==> src/rtl/fifo_sync_param.sv <==
// ---------------------------------------------------------------------------
// fifo_sync_param
//
// Single-clock FIFO with an arbitrary depth (>= 2, not limited to powers of
// two), a selectable read mode, run-time almost-full/almost-empty thresholds,
// an occupancy count and a synchronous flush.
//
// Parameters
//   DATA_WIDTH  width of data_in / data_out
//   DEPTH       number of entries (>= 2)
//   FWFT        0 = standard read (data_out registered, valid the cycle after
//               an accepted read); 1 = first-word-fall-through (head word
//               shown combinationally whenever the FIFO is not empty)
//   CW          derived width of count and the threshold inputs
//
// Ports
//   clk, rst_n        rising-edge clock, asynchronous active-low reset
//   wr_en, data_in    write request and data
//   rd_en             read request (pops the head in FWFT mode)
//   flush             synchronous clear; overrides wr_en / rd_en that cycle
//   af_level          almostfull  = count >= af_level
//   ae_level          almostempty = count <= ae_level
//   data_out          read data
//   full, empty       count == DEPTH / count == 0
//   count             current occupancy
//   wr_ack            previous cycle's write was accepted
//   overflow          previous cycle's write was rejected because full
//   underflow         previous cycle's read was rejected because empty
// ---------------------------------------------------------------------------
module fifo_sync_param #(
  parameter int  DATA_WIDTH = 16,
  parameter int  DEPTH      = 8,
  parameter int  FWFT       = 0,
  localparam int CW         = $clog2(DEPTH + 1)
) (
  input  logic                  clk,
  input  logic                  rst_n,
  input  logic                  wr_en,
  input  logic                  rd_en,
  input  logic                  flush,
  input  logic [DATA_WIDTH-1:0] data_in,
  input  logic [CW-1:0]         af_level,
  input  logic [CW-1:0]         ae_level,
  output logic [DATA_WIDTH-1:0] data_out,
  output logic                  full,
  output logic                  empty,
  output logic                  almostfull,
  output logic                  almostempty,
  output logic [CW-1:0]         count,
  output logic                  wr_ack,
  output logic                  overflow,
  output logic                  underflow
);

  localparam int            PW        = (DEPTH > 1) ? $clog2(DEPTH) : 1;
  localparam logic [PW-1:0] LAST_PTR  = PW'(DEPTH - 1);
  localparam logic [CW-1:0] DEPTH_CNT = CW'(DEPTH);

  logic [DATA_WIDTH-1:0] mem [DEPTH];
  logic [PW-1:0]         wr_ptr;
  logic [PW-1:0]         rd_ptr;
  logic [CW-1:0]         count_r;
  logic                  wr_acc;
  logic                  rd_acc;
  logic                  wr_ack_r;
  logic                  overflow_r;
  logic                  underflow_r;

  // Pointers wrap explicitly at DEPTH-1 so non-power-of-two depths work.
  function automatic logic [PW-1:0] ptr_inc(input logic [PW-1:0] p);
    return (p == LAST_PTR) ? '0 : p + PW'(1);
  endfunction

  // Status is derived from the registered count only; thresholds are live
  // inputs and act without a clock. An af_level above DEPTH can never be
  // reached, so almostfull then stays low.
  assign full        = (count_r == DEPTH_CNT);
  assign empty       = (count_r == '0);
  assign almostfull  = (count_r >= af_level);
  assign almostempty = (count_r <= ae_level);
  assign count       = count_r;

  assign wr_ack      = wr_ack_r;
  assign overflow    = overflow_r;
  assign underflow   = underflow_r;

  // A flush swallows both requests of its cycle. When full, a simultaneous
  // read is still accepted but the write is not (and vice versa when empty),
  // because acceptance looks at the state before this edge.
  assign wr_acc = wr_en & ~full  & ~flush;
  assign rd_acc = rd_en & ~empty & ~flush;

  // Control state: pointers, occupancy and handshake pulses.
  always_ff @(posedge clk or negedge rst_n) begin
    if (!rst_n) begin
      wr_ptr      <= '0;
      rd_ptr      <= '0;
      count_r     <= '0;
      wr_ack_r    <= 1'b0;
      overflow_r  <= 1'b0;
      underflow_r <= 1'b0;
    end else if (flush) begin
      wr_ptr      <= '0;
      rd_ptr      <= '0;
      count_r     <= '0;
      wr_ack_r    <= 1'b0;
      overflow_r  <= 1'b0;
      underflow_r <= 1'b0;
    end else begin
      if (wr_acc) begin
        wr_ptr <= ptr_inc(wr_ptr);
      end
      if (rd_acc) begin
        rd_ptr <= ptr_inc(rd_ptr);
      end
      case ({wr_acc, rd_acc})
        2'b10:   count_r <= count_r + CW'(1);
        2'b01:   count_r <= count_r - CW'(1);
        default: count_r <= count_r;
      endcase
      wr_ack_r    <= wr_acc;
      overflow_r  <= wr_en & full;
      underflow_r <= rd_en & empty;
    end
  end

  // Storage array; contents survive reset and flush, only pointers move.
  always_ff @(posedge clk) begin
    if (wr_acc) begin
      mem[wr_ptr] <= data_in;
    end
  end

  generate
    if (FWFT != 0) begin : g_fwft
      // Head word is visible with zero latency; forced to zero while empty so
      // the output is defined during and after reset.
      assign data_out = empty ? '0 : mem[rd_ptr];
    end else begin : g_std
      logic [DATA_WIDTH-1:0] dout_r;

      // Registered read port: updates only on an accepted read and holds
      // through rejected reads and flushes.
      always_ff @(posedge clk or negedge rst_n) begin
        if (!rst_n) begin
          dout_r <= '0;
        end else if (rd_acc) begin
          dout_r <= mem[rd_ptr];
        end
      end

      assign data_out = dout_r;
    end
  endgenerate

endmodule

==> config.mk <==
export PLATFORM = sky130hd
export DESIGN_NAME = fifo_sync_param
export DESIGN_NICKNAME = d
export VERILOG_FILES = /design/src/rtl/fifo_sync_param.sv
export SDC_FILE = /design/constraint.sdc
export NUM_CORES = 1
export LEC_CHECK = 0
export CAP_MARGIN = 20
export CORE_UTILIZATION = 42
export CTS_BUF_LIST = sky130_fd_sc_hd__clkbuf_2 sky130_fd_sc_hd__clkbuf_4 sky130_fd_sc_hd__clkbuf_8
export CTS_CLUSTER_SIZE = 30
export DETAILED_ROUTE_END_ITERATION = 8
export SLEW_MARGIN = 20
export SYNTH_ARGS = -nofsm -noshare
export SYNTH_HDL_FRONTEND = slang
export SYNTH_SLANG_ARGS = --single-unit
==> constraint.sdc <==
create_clock -name clk -period 3 [get_ports clk]
set_input_delay 0.3 -clock clk [delete_from_list [all_inputs] [get_ports clk]]
set_output_delay 0.3 -clock clk [all_outputs]
set_load 0.05 [all_outputs]
# After elaboration in Yosys (flattened, before gate mapping)

Memory sizes are Yosys's and may differ from the RTL's. A register that Yosys moved wholly into a read port is not among the register bits.
Cells that the tools add are included.

Register bits: 13
Bits in writable memories: 128
Bits of input ports: 29
Output and inout port bits: 27
Logic and storage cells: 45
Memories: 1

$add $sub $neg: 4
Order comparisons: 2
Equal/unequal tests: 5
Muxes and demuxes: 13
Bitwise logic cells: 9
Reduce and logical (&&, ||, !) cells: 5

Memory list:

| name | words | width | rd ports | clocked after memory_dff | write ports | RTL line | text |
|---|---|---|---|---|---|---|---|
| mem  | 8     | 16    | 1        | 1                        | 1           | 59       | `logic [DATA_WIDTH-1:0] mem [DEPTH];` |

Operators by type and width:

| cell                                             | count |
|---|---|
| two-way mux 3 bit                                | 6 |
| one-hot mux 4 bit (2 select lines)               | 1 |
| adder 3 x 1 -> 3 bit, second input constant      | 2 |
| bitwise AND 1 bit                                | 6 |
| == test 3 bit, second input constant             | 2 |
| two-way mux 1 bit                                | 5 |
| adder 4 x 1 -> 4 bit, second input constant      | 1 |
| == test 4 bit, second input constant             | 1 |
| greater-or-equal comparator 4 bit                | 1 |
| <= comparator 4 bit                              | 1 |
| zero test 4 bit                                  | 1 |
| two-way mux 4 bit                                | 1 |
| nonzero test 2 bit                               | 2 |
| subtractor 4 x 1 -> 4 bit, second input constant | 1 |
| inverter 1 bit                                   | 3 |
| nonzero test 3 bit                               | 1 |
| == test 2 x 1 -> 1 bit, second input constant    | 1 |
| == test 2 bit, second input constant             | 1 |
| zero test 1 bit                                  | 1 |

# Longest topological paths before layout

Depth after elaboration: 7
Gate-level depth with buffers: 9
Depth with buffers taken out: 8

# Least setup slack after synthesis

No wires, ideal clock.

Path type: flip-flop to flip-flop
Start: reg count_r[0] (netlist: count[0])
End: mem mem[0][0] (enable)
Arrival time: 2.945 ns
Data required time: 2.591 ns
Slack: -0.355 ns
Cell stages (with the launch flop): 7
Path buffers: 2
Cells stage by stage: dfrtp_1 buf_2 or4b_4 buf_6 inv_1 or3_1 nor3_1

Cells in the longest elaborated chain, start to end: 6

Ends and longest elaborated chain:

| element                                 | RTL line | text |
|---|---|---|
| from (decl)                             | 62       | `logic [CW-1:0] count_r;` |
| from (signal assigned)                  | 117      | `2'b10: count_r <= count_r + CW'(1);` |
| from (signal assigned)                  | 118      | `2'b01: count_r <= count_r - CW'(1);` |
| from (signal assigned)                  | 119      | `default: count_r <= count_r;` |
| == test 4 bit                           | 77       | `assign full = (count_r == DEPTH_CNT);` |
| via full                                | 45       | `output logic full,` |
| inverter 1 bit                          | 90       | `assign wr_acc = wr_en & ~full & ~flush;` |
| bitwise AND 1 bit (2 in series)         | 90       |  |
| two-way mux 1 bit                       | 129      | `if (wr_acc) begin` |
| two-way mux 1 bit (implied by the code) | 130      | `mem[wr_ptr] <= data_in;` |
| to (decl)                               | 59       |  |

The timed path passes the listed nets, and every way through them passes these cells.

# Worst setup path in the final report

Start: reg count_r[2] (netlist: count[2])
End: out empty

Cells in the longest elaborated chain, start to end: 1

Ends and longest elaborated chain:

| element         | RTL line | text |
|---|---|---|
| zero test 4 bit | 78       | `assign empty = (count_r == '0);` |
| to (decl)       | 46       | `output logic empty,` |

No other way between the ends.

==> reports/summary.txt <==
Gr ovfl total -> 0
Crit Path Category -> reg2out
Tcrit/Tclk final -> 0.9617
CORE AREA -> 14640 sq um
Final Skew -> 0.01408 ns
Register Area -> 4572 sq um
Starting density of the core -> 0.4350
Synth Warn # -> 0
Final Hold Fails -> 0
Clock root cell -> clkbuf_8
Worst ir drop on vdd -> 442.6 uV
Worst skew pair latency -> 0.45 ns
Routability Congestion -> 0.7166
Slew Viols, Final -> 0
Ports -> 56
Post-CTS Hold Fix Bufs -> 0
Min cycle time layout -> 2.885 ns
HPWL after DPL -> 7426 um
Asr flop ratio synth -> 0.1847
Pre-CTS setup slack -> 0.3712 ns
Failing checks -> design-rule violations
Register area share after synthesis -> 0.7173
Post-cts repair resize count -> 1
Clk pin slew, worst setup/hold paths -> 0.08 ns
Filler cells -> 1217
Clock tree buffer depth -> 2
Total GRT Usage -> 0.1710
R2R Setup Slk -> 0.40 ns
Critical Path Sink Type -> output pin
Max frequency -> 346.6 MHz
RSZ-0062 raised after global routing -> no
Global-route wire length before repair -> 19310 um
Crit-path max cell delay -> 0.81 ns
Run status -> finished, violations left
Slew HR -> 0.3982
Seq cells post-synth -> 157
Slowest-stage cell, CP -> clkdlybuf4s50_1
Postcts setup bufs -> 0
CP required -> 2.70 ns
Netlist cell types -> 34
Most frequent cells in the layout -> 128 x edfxtp_1, 53 x clkdlybuf4s50_1, 32 x mux4_2
Final setup TNS -> 0 ns
Pwr dens -> 840.6 nW/um^2
Std-Cell Rows -> 44
Lkg Pwr -> 2.660 nW
Worst-Margin Slew -> 0.9026 ns
Synth Area per Inst -> 17.74 sq um
Initial antenna violation count -> 0
Clk sink count -> 157
Layout cell share with drive strength beyond 1 -> 0.2173
Cells after synthesis -> 359
Number of remaining DRC errors -> 2
Layout Nets -> 481
IO buf count -> 55
First-pass DRT Iterations -> 8
Dominant cell type by area after synthesis -> edfxtp_1
Final setup vio count -> 0
Area of the multi-input gates -> 1680 sq um
Via/cell ratio -> 5.272
Non-Filler Instances -> 635
Hold Slack -> 0.2628 ns
Worst Hold Class -> in2async
Max-cap viol count -> 0
EDFF count, synth -> 128
Synth top area cells -> edfxtp_1 60%, dfrtp_1 11%, mux4_2 11%
Crit Path Max Fanout -> 8
Die Wd -> 125.2 um
Diode count -> 0
CP arrival -> 2.59 ns
Leading cell type in the layout, fill and taps excluded -> edfxtp_1
Startpoint class of the critical path -> flip-flop
Share of the synthesized area in the top cell type -> 0.6034
Htree depth -> 4
Critical Path, Cell by Cell -> buf_4 > or4_1 > inv_2 > clkdlybuf4s50_1
Setup ws final -> 0.1148 ns
CTS buffer count -> 17
Largest net degree at the start of global routing -> 35
Vias in the first global route -> 3479
Dpl cells -> 603
Via count -> 3348
CTS tree -> done
Routed Antenna Nets -> 0
Synthesized cell area -> 6370 sq um
DIE AREA -> 15660 sq um
Post-Syn Nets -> 402
Average wire per standard cell -> 19.13 um
Syn-to-layout area delta -> 20.33%
Most used DFF post-synth -> edfxtp_1
Die Ht -> 125.2 um
Final WL -> 12150 um
Drt initial violations -> 158
==> critical path: cells and delay by family, from the launching register on <==
| kind | cells | cell delay, ns |
|---|---|---|
| simple gates | 1 | 0.63 |
| buf+inv | 3 | 1.12 |
| flops | 1 | 0.38 |
==> logic make-up (layout without fill, tap and decap cells) <==
group,after synthesis,count (layout),share of synthesized area
flops,157,157,0.7173
fa+ha+maj,14,14,0.02750
xor+xnor,2,2,0.002750
mux,51,51,0.1430
buf+inv,30,122,0.02082
compound gates,37,37,0.03712
simple gates,68,68,0.05146
==> worst paths after layout <==
| path | startpoint | cells past startpoint | endpoint |
|---|---|---|---|
| min in group clk | data_out[11] | 2 | data_out[11] |
| max in group asynchronous | rst_n | 2 | rd_ptr[1] |
| min | rst_n | 2 | overflow |
| min reg2reg | data_out[11] | 2 | data_out[11] |
| max reg2reg | count[0] | 7 | count[3] |
| max | count[2] | 4 | empty |
==> layout make-up <==
class                           count  share of cell area
Clock buffer                       17             0.03053
Tap cell                          184             0.03004
Sequential cell                   157              0.5965
Inverter                           11            0.005387
Clock inverter                     15             0.02187
Timing Repair Buffer               79             0.09647
Multi-Input combinational cell    172              0.2192
==> sequential cells by signal, summed over array words and instances, names as in the netlist <==
name / count
mem: 128
data_out: 16
count: 4
rd_ptr: 3
wr_ptr: 3
overflow: 1
underflow: 1
wr_ack: 1
==> where the power goes <==
part	total, mW	switching, mW	internal [mW]
clock network	1.59	0.769	0.818
registers	2.78	0.223	2.56
logic	2.08	1.20	0.877
==> synthesized netlist by cell type (2+ instances only) <==
master,n
nand3_1,5
o21a_1,2
nand2_1,10
nand4_1,3
mux4_2,32
edfxtp_1,128
mux2i_1,19
nor3_1,3
nand2b_1,6
buf_2,4
a21o_1,3
dfrtp_1,29
clkbuf_1,12
or3_1,4
inv_1,10
a21oi_1,24
buf_6,2
o21ai_0,4
ha_1,14
nor2_1,31
==> metal layers <==
layer	GRT usage	wire [um]
met1	0.2227	5485
met2	0.2823	6081
met3	0.03808	386
met4	0.06456	192
met5	0	0
==> metrics by stage <==
stage	total power, mW	cell area [sq um]	utilization
final	6.443	7665	0.5234
after global routing	6.772	7665	0.5234
after CTS	6.536	7665	0.5234
after detailed placement	4.942	7264	0.4961
after global placement	4.913	7264	0.4961
after floorplan	4.270	6380	-
Note: power is estimated with default switching activity, not from simulation.
==> RTL change (config.mk and constraints unchanged) <==
The parameter `DEPTH` goes from 8 to 4.
--- a/src/rtl/fifo_sync_param.sv
+++ b/src/rtl/fifo_sync_param.sv
@@ -29,7 +29,7 @@
 // ---------------------------------------------------------------------------
 module fifo_sync_param #(
   parameter int  DATA_WIDTH = 16,
-  parameter int  DEPTH      = 8,
+  parameter int  DEPTH      = 4,
   parameter int  FWFT       = 0,
   localparam int CW         = $clog2(DEPTH + 1)
 ) (
Ports: changed (resized ae_level, af_level and count); port bits go from 56 to 53. The function was not compared with the original's and may differ.
==> RTL change against the original RTL <==
Largest cell class unchanged. Worst hold slack improved by 0.060 ns. Combinational power decreased by 39%. Area after synthesis decreased by 42%. Total power decreased by 43%. Worst setup slack improved by 0.12 ns. Global-route usage decreased by 1.4 points. Design area decreased by 40%. Sequential cell count decreased by 67. Routed wire length decreased by 48%.
==> RTL change: results (changes against the original RTL) <==
synth-async-reset-ratio_pct: 28.9  # +10 points
cts_max_level: 3  # -1
drt_iter0_drc: 81  # -49%
netlist_top_cells_count: "edfxtp_1 (64), dfrtp_1 (26), mux4_2 (16), ha_1 (11), nand2_1 (10)"
clkLatencyLatePin_ns: 0.34  # -0.11 ns
cp_slowest_cell: "clkdlybuf4s50_1"
synth-edff-count: 64  # -50%
drive_gt1_share_pct: 22.3  # +0.61 points
slew_headroom_pct: 43.3  # +3.4 points
arrival_ns: 2.47  # -0.12 ns
grt_max_degree: 27  # -23%
ys_top_cells_by_area: "edfxtp_1 (52%), dfrtp_1 (18%), mux4_2 (9.7%)"
gp_congestion: 0.734  # +2.4%
clock_path_buffers: 2  # unchanged
cts.clk_slew.worst_paths_ns: 0.09
largest_register: "mem"
status: "complete, no violations"
slowest_delay_ns: 0.82
grt_pass1_vias: 1973  # -43%
yosys_warnings: 0  # unchanged
numCtsBuffers: 9  # -8
yosysUniqueCellTypes: 36  # +5.9%
grt_antenna_before_repair: 0  # unchanged
post_cts_buffers: 0  # unchanged
intPower_w: 0.00241  # -43%
n_antenna_cell: 0  # unchanged
synth-seq-area-share_pct: 69.4  # -2.3 points
post-dp-hpwl_mm: 4.02  # -46%
cts_root_buffer: "clkbuf_8"
port_buffers: 52  # -5.5%
synth.net_count: 242  # -40%
fin_nets: 307  # -36%
viasPerCell: 5.02  # -4.9%
irDropWorstVdd_mv: 0.447  # +1.1%
cap_violations: 0  # unchanged
placed_area_mm2: 0.00438  # -40%
critical_path.max_fanout: 9  # +1
ctsResizeCount: 0  # -1
grtUsageTotal_pct: 15.6  # -1.4 points
place_ws_ns: 0.340  # -0.0315 ns
fillers: 699  # -43%
wl_per_cell_um: 16.9  # -12%
fin_skew_ns: 0.00521  # -0.00887 ns
hold_class: "input port to asynchronous set/reset pin"
largest_register_ffs: 64  # -50%
grt_pass1_wl_mm: 10.1  # -48%
leakage_nw: 1.68  # -37%
dr.pass1.iters: 4  # -4
[RTL change: cell count changes in the layout (fill, tap and decap cells not counted), sizes merged, moves of 3 or more]
cell and delta:
nor2 -24, mux2 +16, clkbuf -7, mux4 -16, edfxtp -64, inv -5, clkinv -4, a21oi -20
nand4 -3, and2 +5, dfrtp -3, ha -3, buf -16, mux2i -19
[RTL change: layout make-up]
type	count	area share, %
flip-flops and latches	90	56.2
multi-input cells	97	22.7
repair buffers	61	13.1
clock buffers	10	2.87
well taps	105	2.87
clock inverters	6	1.45
inverters	9	0.765
[RTL change: final timing paths]
path / start / to / slack [ns] / cells after the start
worst min register to register: data_out[7] / data_out[7] / 0.51 / 1
max in group asynchronous: rst_n / data_out[0] / 2.40 / 2
min in group clk: data_out[7] / data_out[7] / 0.51 / 1
worst min-delay path: rst_n / data_out[15] / 0.32 / 2
worst max register to register: count[1] / count[2] / 0.79 / 8
worst max-delay path: count[1] / almostempty / 0.23 / 5
[RTL change: power groups by stage]
| stage | clock [W] | sequential (W) | combinational [W] |
|---|---|---|---|
| 3_5_place_dp | 0 | 0.00162 | 0.00128 |
| 6_report | 0.000818 | 0.00159 | 0.00127 |
| 4_1_cts | 0.000846 | 0.00159 | 0.00129 |
| 3_3_place_gp | 0 | 0.00162 | 0.00127 |
| 5_1_grt | 0.000896 | 0.00161 | 0.00134 |
| 2_1_floorplan | 0 | 0.00203 | 0.000462 |
[RTL change: kinds of logic (layout without fill, tap and decap cells)]
family          Yosys count  count (layout)  share of synthesized area, %
compound gates           13              13                          2.20
xor+xnor                  4               4                         0.946
fa+ha+maj                12              12                          4.26
buf+inv                  16              86                          2.46
flops                    90              90                          69.4
mux                      32              32                          15.4
simple gates             36              36                          5.30
[RTL change: through the flow]
step | power, W | hold WS, ns | cells | util [%]
3_3_place_gp | 0.00288 | 0.490 | 362 | 52.3
6_report | 0.00367 | 0.323 | 378 | 54.6
4_1_cts | 0.00372 | 0.322 | 378 | 54.6
5_1_grt | 0.00385 | 0.339 | 378 | 54.6
2_1_floorplan | 0.00249 | 0.00441 | 203 | -
3_5_place_dp | 0.00290 | 0.496 | 362 | 52.3
[RTL change: worst max-delay path: cells and delay by family (launching register included)]
| family | cells | cell delay [ns] |
|---|---|---|
| AND/OR/NAND/NOR | 1 | 0.14 |
| adder cells (fa/ha/maj) | 1 | 0.32 |
| flip-flops | 1 | 0.55 |
| buffers and inverters | 1 | 0.82 |
| AO/OA/AOI/OAI | 2 | 0.30 |
[RTL change: routing by layer]
layer	up-vias	track usage [%]	part of all wire (%)
met4	0	6.72	1.1
met5	-	0	0
met2	38	25.3	49
met1	952	20.0	47
met3	7	4.19	3.3
li1	899	-	-
